### config.mk
export PLATFORM = sky130hd
export DESIGN_NAME = master_tile_sequencer
export DESIGN_NICKNAME = d
export VERILOG_FILES = /design/src/rtl/master_tile_sequencer.sv
export SDC_FILE = /design/constraint.sdc
export NUM_CORES = 1
export LEC_CHECK = 0
export ABC_CLOCK_PERIOD_IN_PS = 8260
export BUFFER_PORTS_ARGS = -buffer_cell sky130_fd_sc_hd__buf_2
export CORE_ASPECT_RATIO = 1.75
export CORE_MARGIN = 1.5
export CORE_UTILIZATION = 59
export DETAILED_ROUTE_END_ITERATION = 12
export MAX_ROUTING_LAYER = met4
export PLACE_DENSITY = 0.82
export SYNTH_ARGS = -nofsm -noshare
export SYNTH_HDL_FRONTEND = slang
export SYNTH_SLANG_ARGS = --single-unit
### constraint.sdc
create_clock -name clk -period 8.26 [get_ports clk]
set_clock_uncertainty 0.2 [all_clocks]
set_input_delay 0 -clock clk [delete_from_list [all_inputs] [get_ports clk]]
set_output_delay 0 -clock clk [all_outputs]
set_load 0.05 [all_outputs]
### src/rtl/master_tile_sequencer.sv
// rtl/master_tile_sequencer.sv - tiled matmul sequencer: wmf/wfa/dmc phases per tile with optional weight prefetch
module master_tile_sequencer #(
  parameter int SYS_ARR_DIM  = 16,
  parameter int MAX_OUT_ROWS = 128,
  parameter int MAX_OUT_COLS = 128,
  parameter int MAX_INTERMED = 128,
  parameter int ADDR_WIDTH   = 16,
  localparam int RT_W = $clog2(MAX_OUT_ROWS / SYS_ARR_DIM) + 1,
  localparam int CT_W = $clog2(MAX_OUT_COLS / SYS_ARR_DIM) + 1,
  localparam int KT_W = $clog2(MAX_INTERMED / SYS_ARR_DIM) + 1
) (
  input  logic                  clk,
  input  logic                  reset,
  input  logic                  start,
  input  logic                  overlap_mode,
  input  logic [RT_W-1:0]       row_tiles,
  input  logic [CT_W-1:0]       col_tiles,
  input  logic [KT_W-1:0]       k_tiles,
  input  logic [ADDR_WIDTH-1:0] base_weight,
  input  logic [ADDR_WIDTH-1:0] base_data,
  output logic                  busy,
  output logic                  done,
  output logic                  wmf_en,
  input  logic                  wmf_done,
  output logic [ADDR_WIDTH-1:0] wmf_addr,
  output logic                  wfa_en,
  input  logic                  wfa_done,
  output logic                  dmc_en,
  input  logic                  dmc_done,
  output logic [ADDR_WIDTH-1:0] dmc_addr,
  output logic [RT_W-2:0]       accum_row,
  output logic [CT_W-2:0]       accum_col,
  output logic                  accum_clear
);

  typedef enum logic [2:0] {IDLE, W_MEM_FIFO, W_FIFO_ARR, D_MEM_CALC, FINISH} state_t;

  localparam logic [RT_W-1:0] RT_MAX = RT_W'(MAX_OUT_ROWS / SYS_ARR_DIM);
  localparam logic [CT_W-1:0] CT_MAX = CT_W'(MAX_OUT_COLS / SYS_ARR_DIM);
  localparam logic [KT_W-1:0] KT_MAX = KT_W'(MAX_INTERMED / SYS_ARR_DIM);

  state_t                state;
  logic                  ovl;
  logic                  prefetched;
  logic [RT_W-1:0]       r_n, r_idx, nr;
  logic [CT_W-1:0]       c_n, c_idx, nc;
  logic [KT_W-1:0]       k_n, k_idx, nk;
  logic [ADDR_WIDTH-1:0] bw, bd;
  logic                  last_tile;
  logic [RT_W-1:0]       row_clamp;
  logic [CT_W-1:0]       col_clamp;
  logic [KT_W-1:0]       k_clamp;
  logic                  zero_cnt;

  assign row_clamp = (row_tiles > RT_MAX) ? RT_MAX : row_tiles;
  assign col_clamp = (col_tiles > CT_MAX) ? CT_MAX : col_tiles;
  assign k_clamp   = (k_tiles > KT_MAX) ? KT_MAX : k_tiles;
  assign zero_cnt  = (row_tiles == '0) || (col_tiles == '0) || (k_tiles == '0);

  // Successor of the current tile in (r, c, k) order; k is innermost.
  always_comb begin
    nk        = k_idx + KT_W'(1);
    nc        = c_idx;
    nr        = r_idx;
    last_tile = 1'b0;
    if (k_idx == k_n - KT_W'(1)) begin
      nk = '0;
      nc = c_idx + CT_W'(1);
      if (c_idx == c_n - CT_W'(1)) begin
        nc = '0;
        nr = r_idx + RT_W'(1);
        last_tile = (r_idx == r_n - RT_W'(1));
      end
    end
  end

  function automatic logic [ADDR_WIDTH-1:0] w_addr(input logic [KT_W-1:0] k, input logic [CT_W-1:0] c);
    return bw + (ADDR_WIDTH'(k) * ADDR_WIDTH'(c_n) + ADDR_WIDTH'(c)) * ADDR_WIDTH'(SYS_ARR_DIM);
  endfunction

  function automatic logic [ADDR_WIDTH-1:0] d_addr(input logic [RT_W-1:0] r, input logic [KT_W-1:0] k);
    return bd + (ADDR_WIDTH'(r) * ADDR_WIDTH'(k_n) + ADDR_WIDTH'(k)) * ADDR_WIDTH'(SYS_ARR_DIM);
  endfunction

  always_ff @(posedge clk or posedge reset) begin
    if (reset) begin
      state       <= IDLE;
      ovl         <= 1'b0;
      prefetched  <= 1'b0;
      r_n         <= '0;
      c_n         <= '0;
      k_n         <= '0;
      r_idx       <= '0;
      c_idx       <= '0;
      k_idx       <= '0;
      bw          <= '0;
      bd          <= '0;
      busy        <= 1'b0;
      done        <= 1'b0;
      wmf_en      <= 1'b0;
      wfa_en      <= 1'b0;
      dmc_en      <= 1'b0;
      wmf_addr    <= '0;
      dmc_addr    <= '0;
      accum_row   <= '0;
      accum_col   <= '0;
      accum_clear <= 1'b0;
    end else begin
      done <= 1'b0;
      case (state)
        IDLE: begin
          if (start) begin
            ovl        <= overlap_mode;
            r_n        <= row_clamp;
            c_n        <= col_clamp;
            k_n        <= k_clamp;
            bw         <= base_weight;
            bd         <= base_data;
            r_idx      <= '0;
            c_idx      <= '0;
            k_idx      <= '0;
            prefetched <= 1'b0;
            if (zero_cnt) begin
              state <= FINISH;
            end else begin
              state    <= W_MEM_FIFO;
              busy     <= 1'b1;
              wmf_en   <= 1'b1;
              wmf_addr <= base_weight;
            end
          end
        end
        W_MEM_FIFO: begin
          if (wmf_done) begin
            wmf_en <= 1'b0;
            wfa_en <= 1'b1;
            state  <= W_FIFO_ARR;
          end
        end
        W_FIFO_ARR: begin
          if (wfa_done) begin
            wfa_en      <= 1'b0;
            dmc_en      <= 1'b1;
            dmc_addr    <= d_addr(r_idx, k_idx);
            accum_row   <= r_idx[RT_W-2:0];
            accum_col   <= c_idx[CT_W-2:0];
            accum_clear <= (k_idx == '0);
            if (ovl && !last_tile) begin
              wmf_en   <= 1'b1;
              wmf_addr <= w_addr(nk, nc);
            end
            state <= D_MEM_CALC;
          end
        end
        D_MEM_CALC: begin
          if (wmf_en && wmf_done) begin
            wmf_en     <= 1'b0;
            prefetched <= 1'b1;
          end
          if (dmc_done) begin
            dmc_en      <= 1'b0;
            accum_clear <= 1'b0;
            r_idx       <= nr;
            c_idx       <= nc;
            k_idx       <= nk;
            if (last_tile) begin
              state <= FINISH;
              busy  <= 1'b0;
              done  <= 1'b1;
            end else if (!ovl) begin
              state    <= W_MEM_FIFO;
              wmf_en   <= 1'b1;
              wmf_addr <= w_addr(nk, nc);
            end else if (prefetched || (wmf_en && wmf_done)) begin
              state      <= W_FIFO_ARR;
              wfa_en     <= 1'b1;
              wmf_en     <= 1'b0;
              prefetched <= 1'b0;
            end else begin
              // Prefetch still in flight: keep wmf_en up and wait for it there.
              state <= W_MEM_FIFO;
            end
          end
        end
        FINISH: begin
          // Empty jobs arrive here with done low and spend one extra cycle raising it.
          if (!done) begin
            done <= 1'b1;
          end else begin
            state <= IDLE;
          end
        end
        default: state <= IDLE;
      endcase
    end
  end

endmodule

# ---- Word level (Yosys, flattened, before mapping)
# Index checks and enable logic that the tools add are counted.
dict set report word_totals {
  wordCells 156
  output_inout_bits 44
  register_bits 105
  input_bits 51
}
dict set report op_classes {
  addsub 10
  n_mul 2
  eq_ne 21
  order_cmp 3
  reduce_logical 27
  n_mux 72
}
# op n
set op_table {}
lappend op_table {{$mux W16} 7}
lappend op_table {{$mux W4} 12}
lappend op_table {{$pmux W16 S3} 1}
lappend op_table {{$add A16 B13 Y16} 2}
lappend op_table {{$mux W1} 32}
lappend op_table {{$ne A2 B2 Y1 const B} 14}
lappend op_table {{$pmux W4 S2} 3}
lappend op_table {{$mux W3} 7}
lappend op_table {{$add A8 B4 Y9} 2}
lappend op_table {{$logic_not A4 Y1} 4}
lappend op_table {{$mul A4 B4 Y8} 2}
lappend op_table {{$pmux W3 S5} 1}
lappend op_table {{$reduce_and A5 Y1} 3}
lappend op_table {{$add A4 B1 Y4 const B} 3}
lappend op_table {{$eq A4 B4 Y1} 3}
lappend op_table {{$gt A4 B4 Y1 const B} 3}
lappend op_table {{$sub A4 B1 Y4 const B} 3}
lappend op_table {{$pmux W1 S2} 5}
lappend op_table {{$reduce_and A8 Y1} 1}
lappend op_table {{$reduce_and A7 Y1} 1}
lappend op_table {{$eq A3 B2 Y1 const B} 2}
lappend op_table {{$reduce_and A2 Y1} 3}
lappend op_table {{$reduce_and A3 Y1} 2}
lappend op_table {{$reduce_and A6 Y1} 1}
lappend op_table {{other kinds (12)} 18}

# ---- Depth between registers and ports, before layout
# Gate-level depths: netlist of the first run.
dict set report logic_depth {
  word_depth 10
  depth_mapped 28
  mapped_depth_nobuf 26
}

# ---- Least setup slack after synthesis of the first run
# Ideal clock, no wire load.
dict set report synth_path {
  path_type {register -> register}
  start {register k_n[0]}
  end {register wmf_addr[14]}
  slack_ns 2.540
  setup_ns 0.065
  synth_period_minus_slack_ns 5.720
  t_arrival_ns 5.455
  required_time_ns 7.995
  path_buffers 1
  stages_incl_launch_ff 28
  path_cell_list {dfrtp_1 inv_1 ha_1 xnor2_1 xnor2_1 nand4_2 clkbuf_1 and2_1 nand2_1 fa_1 fa_1 fa_1 inv_1 ha_1 a21oi_1 nor2_1 nor2_1 o21bai_1 a21oi_1 xnor2_1 ha_1 inv_1 o21bai_1 a41o_1 a2111oi_0 a31oi_1 a21oi_1 a21o_1}
}
dict set report synth_via {
  elab_chain_len 10
  word_cells_on_any_way 19
  classes_between {add/sub: 3; mul: 1; eq/ne: 3; mux: 9; reduce/logical: 3}
}
# item line_no
set synth_lines {}
lappend synth_lines {{from (decl)} 47} ;# logic [KT_W-1:0] k_n, k_idx, nk;
lappend synth_lines {{from (signal assigned)} 116} ;# k_n <= k_clamp;
lappend synth_lines {{$sub A4 B1 Y4 (*)} 66} ;# if (k_idx == k_n - KT_W'(1)) begin
lappend synth_lines {{$eq A4 B4 Y1 (*)} 66}
lappend synth_lines {{$mux W4} 66}
lappend synth_lines {{$mul A4 B4 Y8} 78} ;# return bw + (ADDR_WIDTH'(k) * ADDR_WIDTH'(c_n) + ADDR_WIDTH'(c)) * ADDR_WIDTH'(SYS_ARR_DIM);
lappend synth_lines {{$add A8 B4 Y9} 78}
lappend synth_lines {{$add A16 B13 Y16} 78}
lappend synth_lines {{$mux W16} 170} ;# end else if (!ovl) begin
lappend synth_lines {{$mux W16} 166} ;# if (last_tile) begin
lappend synth_lines {{$mux W16} 160} ;# if (dmc_done) begin
lappend synth_lines {{$pmux W16 S3} 110} ;# case (state)
lappend synth_lines {{to (signal assigned)} 129} ;# wmf_addr <= base_weight;
lappend synth_lines {{to (signal assigned)} 150} ;# wmf_addr <= w_addr(nk, nc);
lappend synth_lines {{to (signal assigned)} 173} ;# wmf_addr <= w_addr(nk, nc);
lappend synth_lines {{to (decl)} 25} ;# output logic [ADDR_WIDTH-1:0] wmf_addr,
# Mark *: on every way between the ends. The rest lies on a longest branch, timed or not. The select of a mux whose other input is x is not followed.
# A chain may end at the register's enable or synchronous reset.

# ---- Final worst setup path of the first run
dict set report layout_path {
  start {register k_n[0]}
  end {register wmf_addr[15]}
}
# The elaborated chain is that of the path after synthesis.

==> flow_summary.yaml, run 1 <==
final_layout:
  instances_no_fill: 1049
  diodes: 0
  drive_above_1_share_pct: 14.0
  area_delta_synth_final_pct: 19.0
  utilization_pct: 71.7
  final_area_um2: 8210
  nets: 1040
global_routing:
  grt_usage_pct: 28.7
  grt-ovfl-total: 0
  grt_pass1_wl_um: 27400
  grt_pass1_vias: 5958
  grt_max_degree: 70
  grt_antenna_before_repair: 0
sta:
  slew_headroom_pct: 23.6
  fmax_mhz: 155
  worstMarginPinSlew_ns: 1.14
  rsz0062_at_grt: "no"
  finalCritPeriodShare_pct: 77.9
  finalCriticalPeriod_ns: 6.43
  whs_ns: 0.0240
  hold_viol: 0
  tns_ns: 0
  fin_ws_ns: 1.83
  setup_viol: 0
  maxSlewViolCount: 0
routing:
  ant_nets: 0
  post_drt_wl_per_cell_um: 16.1
  dr_wl_met3_um: 633
  highest_layer: "met4"
  routed_via_density: 5.66
  totalWireLength_um: 16900
  vias: 5933
  met2_length_um: 9410
  drc: 0
  drt-met1-wl_um: 6180
  dr.pass1.iters: 4
  drtIter0Drc: 284
yosys:
  synthTopCellsByCount: "nand2_1, dfrtp_1, ha_1, inv_1, o21ai_0"
  yosys.area.top_type: "dfrtp_1"
  synth_edf_count: 0
  syn_inst: 784
  synth-seq-area-share_pct: 38.1
  synth_nets: 915
  avgSynthCellArea_um2: 8.80
  ys_types: 54
  yosysWarnings: 0
  synth_top_area_share_pct: 38.1
  synth_async_sr_flop_share_pct: 100
  synth-seq-cells: 105
  synth_ff_type: "dfrtp_1"
  synth_area_leaders: "dfrtp_1, ha_1, nand2_1, fa_1, xnor2_1"
  synth.most_common_cell: "nand2_1"
  syn-cell-area_um2: 6900
setup_path:
  rrSetupSlack_ns: 1.83
  end_kind: "flip-flop"
  critPathKind: "reg2reg"
  reg2reg_to: "wmf_addr[15]"
  critPathArrivalTime_ns: 6.50
  slowest_delay_ns: 0.55
  rr_startpoint: "k_n[0]"
  cp_slowest_cell: "fa_1"
  crit_family: "adder cells"
  crit_fanout: 24
  worstRegToRegCells: 24
  path_buf_inv: 2
  required_ns: 8.33
  crit_chain: "inv_1 -> ha_1 -> xnor2_1 -> xnor2_1 -> nand4_2 -> and2_1 -> nand2_1 -> fa_1 -> fa_1 -> fa_1 -> inv_1 -> ha_1 -> a21oi_1 -> o21bai_1 -> a21oi_1 -> nor2b_1 -> o21ai_0 -> nand2b_1 -> ha_1 -> nand4_1 -> o21ai_0 -> and4_1 -> nor3_1 -> o31ai_1"
  startpoint_type: "flip-flop"
cts:
  cts_tree: "yes"
  clockBufferDepth: 2
  cts.sinks: 105
  htree_levels: 3
  clk_latency_ns: 0.36
  cts_root_buffer: "clkbuf_16"
  cts_buffers: 9
  clkTransAtPathRegs_ns: 0.08
hold_path:
  hold_class: "in2async"
floorplanning:
  die_x_um: 84.8
  io_pins: 95
  die_area_um2: 12400
  die_h_um: 146
  rows: 52
  core_area_um2: 11500
  start_util_pct: 60.3
place:
  place_inst: 985
  postPlaceCellArea_um2: 7440
  dpl_worst_slack_ns: 1.81
  place.gp.congestion: 0.921
  dp_hpwl_um: 12100
  portBuffers: 94
power:
  ir_worst_vdd_mv: 0.283
  power.total_mw: 2.85
  cellPowerDensity_nw_per_um2: 347
  p_leak_nw: 4.35
flow_run:
  cap_violations: 0
run_status:
  status: "complete, no violations"
-- final cells by class --
cell class                 count  area [um2]
fill                         862        3240
multi-input combinational    597        3950
timing repair buffer         146         981
tap                          135         169
inverter                      50         190
sequential                   105        2630
clock inverter                 5        45.0
clock buffer                  11         253
-- worst max-delay path by stage --
stage / from / cells after the start / end / slack, ns
floorplan: k_n[0] / 27 / wmf_addr[14] / 2.54
global placement: k_n[0] / 24 / wmf_addr[15] / 2.09
detailed placement: k_n[0] / 24 / wmf_addr[15] / 1.81
CTS: k_n[0] / 24 / wmf_addr[15] / 1.79
global route: k_n[0] / 24 / wmf_addr[15] / 1.37
finish: k_n[0] / 24 / wmf_addr[15] / 1.83
-- kinds of logic after synthesis --
family,synth area share [%]
AO/OA/AOI/OAI,12.8
flip-flops,38.1
AND/OR/NAND/NOR,20.6
buffers and inverters,4.79
XOR/XNOR,5.97
adder cells (fa/ha/maj),16.2
multiplexers,1.47
-- routing by layer --
| layer | up-vias | GRT usage [%] |
|---|---|---|
| met3 | 52 | 4.58 |
| met2 | 169 | 52.9 |
| met4 | 0 | 13.0 |
| li1 | 2871 | - |
| met1 | 2841 | 29.1 |
| met5 | - | - |
-- what timing repair did --
item / CTS / global route
setup buffers: 0 / 0
hold endpoints to repair: 105 / 0
hold buffers: 48 / 0
resized for setup: 0 / 0
-- state kept, by name, summed over array words and instances (netlist names), 3 cells and up --
name	cells
c_idx	4
bd	16
accum_col	3
r_idx	4
c_n	4
bw	16
accum_row	3
k_n	4
k_idx	4
wmf_addr	16
r_n	4
state	3
dmc_addr	16
-- layout by cell type, fill, tap and decap left out, types with 7 or more instances in the layout --
cell / n
nand2_1: 203
dfrtp_1: 105
buf_2: 94
ha_1: 64
inv_1: 49
dlygate4sd3_1: 48
o21ai_0: 46
a21oi_1: 37
xnor2_1: 31
nor2_1: 25
xor2_1: 16
fa_1: 16
o21ai_1: 14
and2_1: 13
o21bai_1: 11
and3_1: 11
nand2b_1: 10
a21o_1: 9
mux2i_1: 9
clkbuf_16: 9
nor2b_1: 7
nand3b_1: 7
a211oi_1: 7
nand3_1: 7
nor3_1: 7
-- worst min-delay path: stages --
cell	delay [ns]
dlygate4sd3_1	0.54
buf_2	0.14
inv_4	0.34
-- power breakdown --
group	switching, mW	internal (mW)	total, mW
combinational	0.997	0.531	1.53
clock	0.210	0.226	0.436
sequential	0.173	0.714	0.887
Power figures use the tool's default switching activity.
==> run 2, diff against run 1 <==
Settings changed: ABC_CLOCK_PERIOD_IN_PS 8260 to 5700, CORE_UTILIZATION 59 to 53, PLACE_DENSITY 0.82 to 0.77.
Clock period 8.26 ns to 5.7 ns, I/O delays scaled along.
==> run 2 against run 1 <==
Effect of this change:
- clock power up 39%
- utilization fell by 5.4 points
- cell area is 3.3% higher
- combinational power grew 58%
- first-iteration DRC count is 0.35% higher
- power increased by 51%
- sequential share of layout area is 1.0 points lower
- sequential power rose by 43%
- fmax is 15% higher
- cell count is 5.1% higher
- worst hold slack lost 0.019 ns
- die area grew 11%
- critical path type unchanged
- highest routed layer unchanged
==> flow_summary.yaml, run 2 (synthesis gave the netlist of run 1 again) <==
run_status:
  status: "complete, no violations"
global_routing:
  grt_usage_pct: 27.2
  grt_max_degree: 61
  grt_pass1_wl_um: 28200
  grt_antenna_before_repair: 0
  grt-ovfl-total: 0
  grt_pass1_vias: 6253
cts:
  clkTransAtPathRegs_ns: 0.08
  clockBufferDepth: 2
  cts.sinks: 105
  htree_levels: 3
  cts_tree: "yes"
  clk_latency_ns: 0.35
  cts_root_buffer: "clkbuf_16"
  cts_buffers: 9
routing:
  drc: 0
  dr.pass1.iters: 5
  vias: 5975
  ant_nets: 0
  post_drt_wl_per_cell_um: 15.7
  totalWireLength_um: 17300
  drtIter0Drc: 285
  routed_via_density: 5.42
power:
  cellPowerDensity_nw_per_um2: 506
  ir_worst_vdd_mv: 0.359
  p_leak_nw: 4.45
  power.total_mw: 4.29
sta:
  hold_viol: 0
  finalCritPeriodShare_pct: 98.0
  tns_ns: 0
  worstMarginPinSlew_ns: 1.10
  whs_ns: 0.00459
  setup_viol: 0
  maxSlewViolCount: 0
  finalCriticalPeriod_ns: 5.59
  fmax_mhz: 179
  slew_headroom_pct: 26.8
final_layout:
  instances_no_fill: 1102
  nets: 1058
  nFillCells: 1081
  multi_input_area_um2: 4050
  layout_common_cells: "nand2_1, dfrtp_1, buf_2"
  final_common_cell: "nand2_1"
  area_delta_synth_final_pct: 23.0
  seq_area_um2: 2630
  diodes: 0
  drive_above_1_share_pct: 17.8
floorplanning:
  die_h_um: 154
  die_x_um: 89.3
  io_pins: 95
  start_util_pct: 53.9
  die_area_um2: 13700
  rows: 55
  core_area_um2: 12800
setup_path:
  cp_slowest_cell: "fa_1"
  critPathKind: "reg2reg"
  slowest_delay_ns: 0.54
  end_kind: "flip-flop"
  critPathArrivalTime_ns: 5.69
  startpoint_type: "flip-flop"
  required_ns: 5.80
  crit_fanout: 5
place:
  portBuffers: 94
  dp_hpwl_um: 12300
  place_inst: 1031
  place.gp.congestion: 0.914
hold_path:
  hold_class: "in2reg"
flow_run:
  cap_violations: 0
-- run 2: critical path, delay by kind of cell (launching register included) --
family | cells | cell delay [ns]
AOI/OAI and AO/OA | 9 | 1.45
xor gates and xnor gates | 3 | 0.42
adders and majority gates | 6 | 2.19
buffers and inverters | 3 | 0.20
DFF | 1 | 0.37
and+or+nand+nor | 5 | 0.68
-- run 2: final timing paths --
| kind | depth (start not counted) | from | to | slack (ns) |
|---|---|---|---|---|
| min reg2reg | 2 | dmc_addr[1] | dmc_addr[1] | 0.27 |
| max reg2reg | 26 | k_n[0] | wmf_addr[14] | 0.11 |
| min | 7 | wfa_done | state[2] | 0.005 |
| min in group asynchronous | 3 | reset | dmc_addr[15] | 0.13 |
| max | 26 | k_n[0] | wmf_addr[14] | 0.11 |
| max in group asynchronous | 4 | reset | accum_row[0] | 4.10 |
-- run 2: layer usage --
layer  track usage, %  part of all wire, %
met5                -                    0
met4             15.6                  5.0
met3             3.70                  3.1
met2             48.7                   56
met1             27.1                   36
-- run 2: where the power goes --
part / switching [mW] / total (mW) / leakage [nW] / internal (mW)
logic: 1.53 / 2.41 / 2.97 / 0.883
clock network: 0.292 / 0.607 / 0.142 / 0.315
registers: 0.238 / 1.27 / 1.34 / 1.03
total: 2.06 / 4.29 / 4.45 / 2.23
-- run 2: final cells by class --
class / count / share of cell area, %
clock inverter: 5 / 0.545
sequential: 105 / 31.0
inverter: 50 / 2.24
tap: 171 / 2.52
timing repair buffer: 164 / 13.3
clock buffer: 10 / 2.82
multi-input combinational: 597 / 47.7
-- run 2: timing repair --
| action | in CTS | in global routing |
|---|---|---|
| gates cloned | 0 | 0 |
| setup buffers | 2 | 5 |
| hold buffers | 50 | 0 |
| endpoints found under the setup margin | 1 | 4 |
| pin swaps | 2 | 22 |
| endpoints found under the hold margin | 128 | 0 |
| resized for setup | 6 | 23 |
-- run 2: through the flow --
stage / setup WS [ns] / utilization, % / area [um2]
after detailed placement: -0.0338 / 59.0 / 7560
after global routing: -0.198 / 66.3 / 8490
final: 0.112 / 66.3 / 8490
after floorplan: 0.00782 / - / 6900
after CTS: 0.0894 / 65.5 / 8390
after global placement: 0.0775 / 59.0 / 7560
==> run 3, diff against run 2 <==
Settings changed: HOLD_SLACK_MARGIN from default to 0.12.
==> run 3 against run 2 <==
Effect of this change:
- flip-flop and latch count stayed put
- setup slack better by 0.0097 ns
- register-to-register slack hardly changed
- first-iteration DRC count is 8.8% lower
- critical path depth stayed put
- critical endpoint unchanged
- routed wire length is 0.50% higher
- fmax is 0.17% higher
- worst hold slack better by 0.13 ns
- cell count is 0.18% higher
- largest cell class unchanged
- sequential power hardly changed
- sequential share of layout area is 0.073 points lower
- highest routed layer unchanged
==> flow_summary.yaml, run 3 (synthesis gave the netlist of run 1 again) <==
routing:
  drc: 0
  vias: 5964
  drtIter0Drc: 260
  dr.pass1.iters: 4
  ant_nets: 0
  routed_via_density: 5.40
  totalWireLength_um: 17400
  post_drt_wl_per_cell_um: 15.7
run_status:
  status: "complete, no violations"
final_layout:
  final_common_cell: "nand2_1"
  seq_area_um2: 2630
  final_area_um2: 8510
  drive_above_1_share_pct: 17.8
  area_delta_synth_final_pct: 23.3
  multi_input_area_um2: 4050
  layout_common_cells: "nand2_1, dfrtp_1, buf_2"
  nFillCells: 1077
  nets: 1060
  utilization_pct: 66.5
  diodes: 0
floorplanning:
  core_area_um2: 12800
  start_util_pct: 53.9
  io_pins: 95
  rows: 55
  die_x_um: 89.3
  die_h_um: 154
  die_area_um2: 13700
cts:
  clkTransAtPathRegs_ns: 0.08
  cts_root_buffer: "clkbuf_16"
  cts_buffers: 9
  clk_latency_ns: 0.35
  clockBufferDepth: 2
  cts_tree: "yes"
  cts.sinks: 105
  htree_levels: 3
global_routing:
  grt_pass1_wl_um: 28200
  grt-ovfl-total: 0
  grt_pass1_vias: 6268
  grt_antenna_before_repair: 0
  grt_max_degree: 61
  grt_usage_pct: 27.3
setup_path:
  critPathArrivalTime_ns: 5.67
  startpoint_type: "flip-flop"
  critPathLaunch: "k_n[0]"
  worstRegToRegCells: 26
  rr_startpoint: "k_n[0]"
  critPathKind: "reg2reg"
  crit_family: "adder cells"
  cp_slowest_cell: "fa_1"
  end_kind: "flip-flop"
  path_buf_inv: 3
  required_ns: 5.80
  crit_cells: 26
  crit_fanout: 5
  slowest_delay_ns: 0.54
sta:
  slew_headroom_pct: 27.3
  tns_ns: 0
  hold_viol: 0
  worstMarginPinSlew_ns: 1.09
  finalCritPeriodShare_pct: 97.9
  finalCriticalPeriod_ns: 5.58
  setup_viol: 0
  maxSlewViolCount: 0
  fmax_mhz: 179
place:
  postPlaceCellArea_um2: 7560
  place.gp.congestion: 0.914
  portBuffers: 94
  dp_hpwl_um: 12300
power:
  p_leak_nw: 4.46
  cellPowerDensity_nw_per_um2: 505
  ir_worst_vdd_mv: 0.359
flow_run:
  cap_violations: 0
hold_path:
  hold_class: "in2async"
[run 3: timing repair]
action,CTS,global route
buffers inserted,2,5
hold buffers,52,0
setup endpoints to repair,1,4
pin swaps,2,22
endpoints found under the hold margin,156,0
resized for setup,6,23
[run 3: area by class of cell]
| type | instances | area share [%] |
|---|---|---|
| clock buffer | 10 | 2.81 |
| clock inverter | 5 | 0.544 |
| inverter | 50 | 2.24 |
| multi-input combinational | 597 | 47.6 |
| sequential | 105 | 30.9 |
| tap | 171 | 2.51 |
| timing repair buffer | 166 | 13.5 |
[run 3: worst register-to-register path, stage by stage, from the launching register on]
cell and delay, ns:
dfrtp_1 0.37, inv_2 0.06, ha_4 0.16, xnor2_2 0.13
xnor2_1 0.19, nand4_2 0.20, and2_4 0.20, nand2_1 0.12
fa_1 0.43, fa_1 0.47, fa_1 0.54, inv_2 0.05
ha_4 0.23, a21oi_4 0.14, nor2_2 0.05, nor2_2 0.11
o21bai_1 0.09, a21oi_1 0.16, xnor2_1 0.11, ha_1 0.36
inv_2 0.09, o21bai_1 0.09, a41o_1 0.26, a2111oi_2 0.36
a31oi_1 0.09, a21oi_1 0.16, a21o_1 0.10
[run 3: final timing paths]
kind                                end  slack (ns)
setup / recovery           wmf_addr[14]        0.12
hold / removal             dmc_addr[15]        0.13
setup reg to reg           wmf_addr[14]        0.12
hold reg to reg             dmc_addr[2]        0.27
max in group asynchronous  accum_row[0]        4.10
min in group clk                  bd[5]        0.15
[run 3: through the flow]
stage                     instances  hold slack [ns]  setup WS, ns  total power [mW]
after floorplan                 784          -0.0946       0.00782              2.97
after global placement         1031          -0.0191        0.0775              3.46
after global routing           1104            0.192        -0.198              4.62
final                          1104            0.133         0.122              4.30
after CTS                      1100            0.151        0.0894              4.21
after detailed placement       1031         -0.00821       -0.0338              3.52
[run 3: per-layer routing]
| layer | part of all wire [%] | global-route usage (%) | vias up |
|---|---|---|---|
| li1 | - | - | 2898 |
| met1 | 36 | 27.1 | 2839 |
| met2 | 56 | 48.8 | 153 |
| met3 | 2.6 | 3.70 | 74 |
| met4 | 5.6 | 15.6 | 0 |
| met5 | 0 | - | - |
[run 3: power breakdown]
group          internal (mW)  switching, mW  total [mW]
sequential              1.04          0.239        1.27
combinational          0.887           1.53        2.42
clock                  0.315          0.292       0.607
total                   2.24           2.06        4.30
